==> src/rtl/icsp_program_loader.sv <==
// icsp_program_loader: serial in-circuit programming slave for a PIC16F-style core.
// Takes 6-bit commands and 16-bit data frames LSB first on PGC/PGD, drives the
// program-memory write/read strobes and holds the core in reset while programming.
module icsp_program_loader #(
    parameter int ADDR_WIDTH  = 13,
    parameter int DEPTH       = 1024,
    parameter int PROG_CYCLES = 16
) (
    input  logic                  clk,
    input  logic                  rst,
    input  logic                  prog_mode,
    input  logic                  icsp_clk,
    input  logic                  icsp_data_in,
    output logic                  icsp_data_out,
    output logic                  icsp_data_oe,
    output logic                  core_hold,
    output logic [ADDR_WIDTH-1:0] pm_addr,
    output logic                  pm_wr_en,
    output logic [13:0]           pm_wr_data,
    output logic                  pm_rd_en,
    input  logic [13:0]           pm_rd_data,
    output logic                  busy
);
    localparam int CW = $clog2(DEPTH + PROG_CYCLES + 1);

    localparam logic [5:0] CMD_LOAD       = 6'b000010;
    localparam logic [5:0] CMD_READ       = 6'b000100;
    localparam logic [5:0] CMD_INC_ADDR   = 6'b000110;
    localparam logic [5:0] CMD_BEGIN_PROG = 6'b001000;
    localparam logic [5:0] CMD_BULK_ERASE = 6'b001001;
    localparam logic [5:0] CMD_RESET_ADDR = 6'b010110;

    typedef enum logic [2:0] {
        IDLE, CMD, DATA_IN, READ_FETCH, DATA_OUT, PROG, ERASE
    } state_t;

    state_t                state, state_next;
    logic [1:0]            pgc_sync, pgd_sync;
    logic                  pgc_prev, pgc_rise, pgc_fall, pgd;
    logic [4:0]            bit_cnt;
    logic [CW-1:0]         work_cnt;
    logic [13:0]           shift_reg;
    logic [15:0]           out_shift;
    logic                  out_bit;
    logic [13:0]           latch;
    logic [ADDR_WIDTH-1:0] addr_cnt;
    logic [5:0]            cmd_word;
    logic                  cmd_done, frame_done, erase_writing, restart;

    assign pgd           = pgd_sync[1];
    assign pgc_rise      = pgc_sync[1] & ~pgc_prev;
    assign pgc_fall      = ~pgc_sync[1] & pgc_prev;
    // The five earlier command bits sit at the top of the shifter; the sixth is on PGD now.
    assign cmd_word      = {pgd, shift_reg[13:9]};
    assign cmd_done      = (state == CMD) && pgc_fall && (bit_cnt == 5'd5);
    assign frame_done    = pgc_fall && (bit_cnt == 5'd15);
    assign erase_writing = (state == ERASE) && (work_cnt < CW'(DEPTH));
    // Counters restart on every state change and after each decoded command.
    assign restart       = (state_next != state) || cmd_done;

    // Synchronise the PGC/PGD pins and register prog_mode into core_hold.
    always_ff @(posedge clk or negedge rst) begin
        if (!rst) begin
            pgc_sync  <= 2'b00;
            pgd_sync  <= 2'b00;
            pgc_prev  <= 1'b0;
            core_hold <= 1'b0;
        end else begin
            pgc_sync  <= {pgc_sync[0], icsp_clk};
            pgd_sync  <= {pgd_sync[0], icsp_data_in};
            pgc_prev  <= pgc_sync[1];
            core_hold <= prog_mode;
        end
    end

    // FSM state register.
    always_ff @(posedge clk or negedge rst) begin
        if (!rst) state <= IDLE;
        else      state <= state_next;
    end

    // Next-state logic; dropping prog_mode aborts whatever is in flight.
    always_comb begin
        state_next = state;
        if (!prog_mode) begin
            state_next = IDLE;
        end else begin
            case (state)
                IDLE:       state_next = CMD;
                CMD: begin
                    if (cmd_done) begin
                        case (cmd_word)
                            CMD_LOAD:       state_next = DATA_IN;
                            CMD_READ:       state_next = READ_FETCH;
                            CMD_BEGIN_PROG: state_next = PROG;
                            CMD_BULK_ERASE: state_next = ERASE;
                            default:        state_next = CMD;
                        endcase
                    end
                end
                DATA_IN:    if (frame_done) state_next = CMD;
                READ_FETCH: if (work_cnt == CW'(1)) state_next = DATA_OUT;
                DATA_OUT:   if (frame_done) state_next = CMD;
                PROG:       if (work_cnt == CW'(PROG_CYCLES - 1)) state_next = CMD;
                ERASE:      if (work_cnt == CW'(DEPTH + PROG_CYCLES - 1)) state_next = CMD;
                default:    state_next = IDLE;
            endcase
        end
    end

    // Datapath: bit/work counters, shifters, data latch and address counter.
    always_ff @(posedge clk or negedge rst) begin
        if (!rst) begin
            bit_cnt   <= '0;
            work_cnt  <= '0;
            shift_reg <= '0;
            out_shift <= '0;
            out_bit   <= 1'b0;
            latch     <= 14'h3FFF;
            addr_cnt  <= '0;
        end else begin
            if (restart) begin
                bit_cnt  <= '0;
                work_cnt <= '0;
            end else begin
                if (pgc_fall && (state == CMD || state == DATA_IN || state == DATA_OUT))
                    bit_cnt <= bit_cnt + 5'd1;
                if (state == READ_FETCH || state == PROG || state == ERASE)
                    work_cnt <= work_cnt + CW'(1);
            end

            if (pgc_fall && (state == CMD || state == DATA_IN))
                shift_reg <= {pgd, shift_reg[13:1]};

            if (state == READ_FETCH && work_cnt == CW'(1)) begin
                out_shift <= {1'b0, pm_rd_data, 1'b0};
                out_bit   <= 1'b0;
            end else if (state == DATA_OUT && pgc_rise) begin
                out_bit   <= out_shift[0];
                out_shift <= {1'b0, out_shift[15:1]};
            end else if (state != DATA_OUT) begin
                out_bit   <= 1'b0;
            end

            // At the 16th fall the shifter holds exactly frame bits 1..14.
            if (prog_mode && state == DATA_IN && frame_done)
                latch <= shift_reg;
            else if (state == ERASE && state_next == CMD)
                latch <= 14'h3FFF;

            if (!prog_mode)
                addr_cnt <= '0;
            else if (cmd_done && cmd_word == CMD_INC_ADDR)
                addr_cnt <= addr_cnt + ADDR_WIDTH'(1);
            else if (cmd_done && cmd_word == CMD_RESET_ADDR)
                addr_cnt <= '0;
        end
    end

    // Outputs decoded from the current state; erase borrows pm_addr for its own sweep.
    always_comb begin
        icsp_data_oe  = (state == DATA_OUT);
        icsp_data_out = (state == DATA_OUT) & out_bit;
        pm_rd_en      = (state == READ_FETCH) && (work_cnt == '0);
        pm_wr_en      = ((state == PROG) && (work_cnt == '0)) || erase_writing;
        pm_wr_data    = 14'h0000;
        if (pm_wr_en)
            pm_wr_data = (state == ERASE) ? 14'h3FFF : latch;
        busy          = (state == PROG) || (state == ERASE);
        pm_addr       = erase_writing ? ADDR_WIDTH'(work_cnt) : addr_cnt;
    end
endmodule
==> config.mk <==
export PLATFORM = sky130hd
export DESIGN_NAME = icsp_program_loader
export DESIGN_NICKNAME = d
export VERILOG_FILES = /design/src/rtl/icsp_program_loader.sv
export SDC_FILE = /design/constraint.sdc
export NUM_CORES = 1
export LEC_CHECK = 0
export ABC_AREA = 1
export CORE_ASPECT_RATIO = 1.5
export CORE_MARGIN = 2
export CORE_UTILIZATION = 35
export DETAILED_ROUTE_END_ITERATION = 10
export GPL_TIMING_DRIVEN = 0
export PLACE_DENSITY = 0.54
export SLEW_MARGIN = 30
export SYNTH_ARGS = -nofsm -noshare
export SYNTH_HDL_FRONTEND = slang
export SYNTH_SLANG_ARGS = --single-unit
==> constraint.sdc <==
create_clock -name clk -period 5.7 [get_ports clk]
set_clock_uncertainty 0.1 [all_clocks]
set_input_delay 0.57 -clock clk [delete_from_list [all_inputs] [get_ports clk]]
set_output_delay 0.57 -clock clk [all_outputs]
set_load 0.05 [all_outputs]
======== Word level (Yosys, flattened, before mapping) ========
Index checks and enable logic that the tools add are counted.
word-level totals
  register bits ........................... 83
  latch bits .............................. 0
  input bits .............................. 19
  memory bits (writable) .................. 0
  output and inout port bits .............. 33
  memory bits (read-only) ................. 0
  memories kept ........................... 0
  word-level logic and storage cells ...... 97
operators by class
  eq/ne operators ......................... 21
  magnitude comparators ................... 1
  shift operators ......................... 0
  bitwise gates (word level) .............. 5
  $mul .................................... 0
  add/subtract/negate cells ............... 3
  reduce and logical (&&, ||, !) cells .... 30
  divide/modulo/power cells ............... 0
  multiplexer cells ....................... 25
operators with widths
  operator                 count
  $mux W14                 4
  $mux W13                 4
  $mux W16                 2
  $mux W11                 2
  $mux W3                  6
  $pmux W3 S6              1
  $logic_and A1 B1 Y1      15
  $add A13 B1 Y13 const B  1
  $eq A6 B3 Y1 const B     2
  $eq A6 B4 Y1 const B     2
  $pmux W3 S4              1
  $add A11 B1 Y11 const B  1
  $eq A11 B1 Y1 const B    1
  $eq A11 B11 Y1 const B   1
  $eq A11 B4 Y1 const B    1
  $logic_not A11 Y1        1
  $lt A11 B11 Y1 const B   1
  $mux W5                  2
  $eq A3 B3 Y1 const B     3
  $reduce_bool A2 Y1       4
  $logic_or A1 B1 Y1       7
  $eq A3 B1 Y1 const B     2
  $eq A3 B2 Y1 const B     2
  $eq A6 B2 Y1 const B     1
  other kinds (13)         18

======== Logic depth before layout (Yosys ltp) ========
  depth after elaboration ................. 11
  gate-level depth with buffers ........... 17
  depth with buffers taken out ............ 16

======== Worst setup path before layout ========
No wires, ideal clock.
  path type ............................... reg2out
  start ................................... register state[0]
  end ..................................... output pm_wr_data[0]
  required time ........................... 5030 ps
  data arrival time ....................... 2548 ps
  stages on the path, launching flop included .. 10
  setup slack ............................. 2482 ps
  cell sequence ........................... dfrtp_1 buf_4 nor2_4 nand2_4 nor2_1 inv_1 nand2_1 inv_1 clkbuf_1 a21oi_1
on the way
  word-level cells in the longest chain between the ends .. 4
ends and longest elaborated chain
  element                                        line     text
  start, declared                                37       state_t state, state_next;
  start signal, assigned                         79       else state <= state_next;
  $eq A3 B3 Y1, on equally long branches         165, 57
  $logic_and A1 B1 Y1, on equally long branches  165, 57
  $logic_or A1 B1 Y1 (*)                         165      pm_wr_en = ((state == PROG) && (work_cnt == '0)) || erase_writing;
  via pm_wr_en                                   18       output logic pm_wr_en,
  $mux W14 (*)                                   167      if (pm_wr_en)
  end, declared                                  19       output logic [13:0] pm_wr_data,
The timed path passes the listed nets; every way through them passes the cells marked *.

======== Worst setup path in the final report ========
  start ................................... register state[0]
  end ..................................... output pm_wr_data[12]
on the way
  word-level cells in the longest chain between the ends .. 4
ends and longest elaborated chain
  element                                        line
  $eq A3 B3 Y1, on equally long branches         165, 57, 168
  $logic_and A1 B1 Y1, on equally long branches  165, 57
  $logic_or A1 B1 Y1                             165
  $mux W14 (*)                                   167
Every way passes the cells marked *; elsewhere a longest branch is shown, timed or not.

==> summary.txt <==
Placement Rows = 50
CP max FO = 10
Most frequent cells in the layout = nand2_1 (95), inv_1 (87), o21ai_0 (72), dfrtp_1 (68), nor2_1 (57)
Mapped Area = 0.00437 mm2
Synthesis warning total = 0
Static Leakage = 0.00268 uW
N_diodes = 0
Post-Synth XOR/XNOR Area = 0.0320
I/O pin count = 52
Antenna violations before repair = 0
Antenna viol nets, final = 0
Fillers = 1,259
Die Width = 95.3 um
Area Overhead vs Synth = 24.2%
Cell Chain, Critical Path = buf_4, nor2_4, nand2_4, nor2_1, inv_1, nand2_1, inv_1, clkbuf_1, a21oi_1, clkdlybuf4s50_1
R2r startpoint = bit_cnt[0]
Largest family of logic cells by synthesized area = simple AND/OR/NAND/NOR gates
Clock latency on the worst-skew pair = 330 ps
Non-Filler Instances = 781
Vias in the first global route = 3,653
Worst Path Arrival = 2980 ps
Detailed Route Iter0 Violations = 148
Max Freq = 0.274 GHz
Fraction of final layout cells with drive strength greater than 1 = 0.107
Distinct cell type count after synthesis = 33
Minimum clock period = 3650 ps
Adder-Cell Fraction of Synth Area = 0.0200
Postcts setup bufs = 0
Post-DP HPWL = 7860 um
Startpoint types = flip-flop
Top cells by area, synth = dfrtp_1 (39%), dfstp_2 (8.4%), o21ai_0 (8.2%)
CP max-delay cell = clkdlybuf4s50_1
DRC Markers = 0
FF/Latch Area = 0.00207 mm2
Gates resized, CTS repair = 0
Wl on met1 = 4440 um
Met3 wire length = 290 um
Status = complete, no violations
Top Layer Used = met4
WL met2 = 5540 um
Gpl congestion = 0.758
Max FFs per register = 15
Clk sink count = 82
Global-route wire length before repair = 17,300 um
Commonest non-fill, non-tap cell in the layout = nand2_1
Multi-input logic area = 0.00186 mm2
Mux contribution to synthesized area = 0.00257
Setup CP Type = flip-flop to primary output
Pins Over Slew Limit = 0
CTS tree = yes
DR vias = 3,766
TritonRoute pass-1 iters = 6
Routed wire length = 10,400 um
Synthesized instance count = 556
Number of buffers inserted during clock tree synthesis = 9
Min-Delay Startpoint = pgd_sync[0]
Number of synthesized register bits = 82
Final Cycle Share = 0.640
Max-cap violations = 0
Chip height = 141 um
End-of-flow core utilization = 0.441
Minimum hold slack = 248 ps
Starting Density = 0.355
CTS Root Cell = clkbuf_16
Synth Area in Compound Gates = 0.144
Normalized max-slew margin = 0.662
Required @ worst endpoint = 5030 ps
Total grt overflow = 0
Mapped Avg Cell Area = 7.87 um2
Final Hold Viols = 0
Crit. End Element = primary output
Slowest stage delay, CP = 820 ps
Synth top area share = 0.389
Seq/Total Area, Yosys = 0.473
Cell taking the most area after synthesis = dfrtp_1
Total track usage = 0.164
Die ar. = 0.0134 mm2
Port Buf Inserts = 51
H-tree levels = 3
Final net count = 646
Peak VDD IR = 0.156 mV
Pwr/cell area = 252 mW/mm2
Via/cell ratio = 4.82
Worst-path clk slew = 60 ps
Clock Path Buffers = 2
Crit path from = state[0]
Core region area = 0.0123 mm2
Cells after DPL = 764
Min-Delay Path Class = flip-flop to flip-flop
Largest net degree at the start of global routing = 58
DR WL/cell = 13.3 um
Worst Max-Slew Pin Slew = 503 ps
RSZ-0062 raised after global routing = false
Post-Synth Simple-Gate Area = 0.228
Final setup fails = 0
CP dominant cell by count = inv_1
Setup_tns = 0 ps
Syn_nets = 582
## worst paths after layout
path	to	slack, ps	cells past startpoint
worst min register to register	pgd_sync[1]	250	0
worst min-delay path	pgd_sync[1]	250	0
worst max register to register	bit_cnt[2]	3370	17
max in group asynchronous	latch[8]	4330	3
worst max-delay path	pm_wr_data[12]	2050	10
min in group asynchronous	addr_cnt[2]	560	2
## cell usage after synthesis, drive strengths merged
library cell   n
nor3           3
dfrtp         68
dfstp         14
xnor2          4
a31oi         15
mux2           1
nor3b          2
nand4          8
nor2          75
ha             7
nor4           2
inv           91
clkbuf        14
o22ai          3
nand3         31
a21oi         25
o32ai          2
xor2          12
nand2         99
o21ai         74
buf            6
## timing repair
action	CTS	global route
hold endpoints to repair	3	0
endpoints found under the setup margin	0	0
hold buffers	1	0
## through the flow
| stage | total power, uW | area (um2) | worst slack (ps) |
|---|---|---|---|
| after floorplan | 718 | 4370 | 2480 |
| after global placement | 765 | 5080 | 895 |
| after detailed placement | 770 | 5110 | 2410 |
| after CTS | 1390 | 5430 | 2010 |
| after global routing | 1430 | 5430 | 1760 |
| final | 1370 | 5430 | 2050 |
## cells by family (layout without fill, tap and decap cells)
logic type | after synthesis | in the layout
buffers and inverters | 111 | 180
XOR/XNOR | 16 | 16
multiplexers | 1 | 1
AND/OR/NAND/NOR | 220 | 220
adder cells (fa/ha/maj) | 7 | 7
flip-flops | 82 | 82
AO/OA/AOI/OAI | 119 | 119
## area by class of cell
cell class                 instances  area share
multi-input combinational        363       0.343
clock inverter                     4      0.0141
tap                              156      0.0359
timing repair buffer              53       0.101
buffer                            20      0.0182
inverter                          91      0.0629
sequential                        82       0.381
clock buffer                      12      0.0435
## where the power goes
part,internal [uW],total (uW),leakage (uW),switching [uW]
registers,616,646,0.000990,30.6
clock network,385,611,0.000147,226
logic,44.0,114,0.00155,69.5
## per-layer routing
layer  up-vias  track usage
met2        64        0.294
met5         -            0
met3         8       0.0289
li1       1905            -
met1      1789        0.194
met4         0       0.0572
## critical path, delay by kind of cell, from the launching register on
kind	cells	cell delay (ps)
AOI/OAI and AO/OA	1	180
buffers and inverters	5	1400
DFF	1	360
and+or+nand+nor	4	700
No activity file was read; power rests on OpenSTA's default activity.
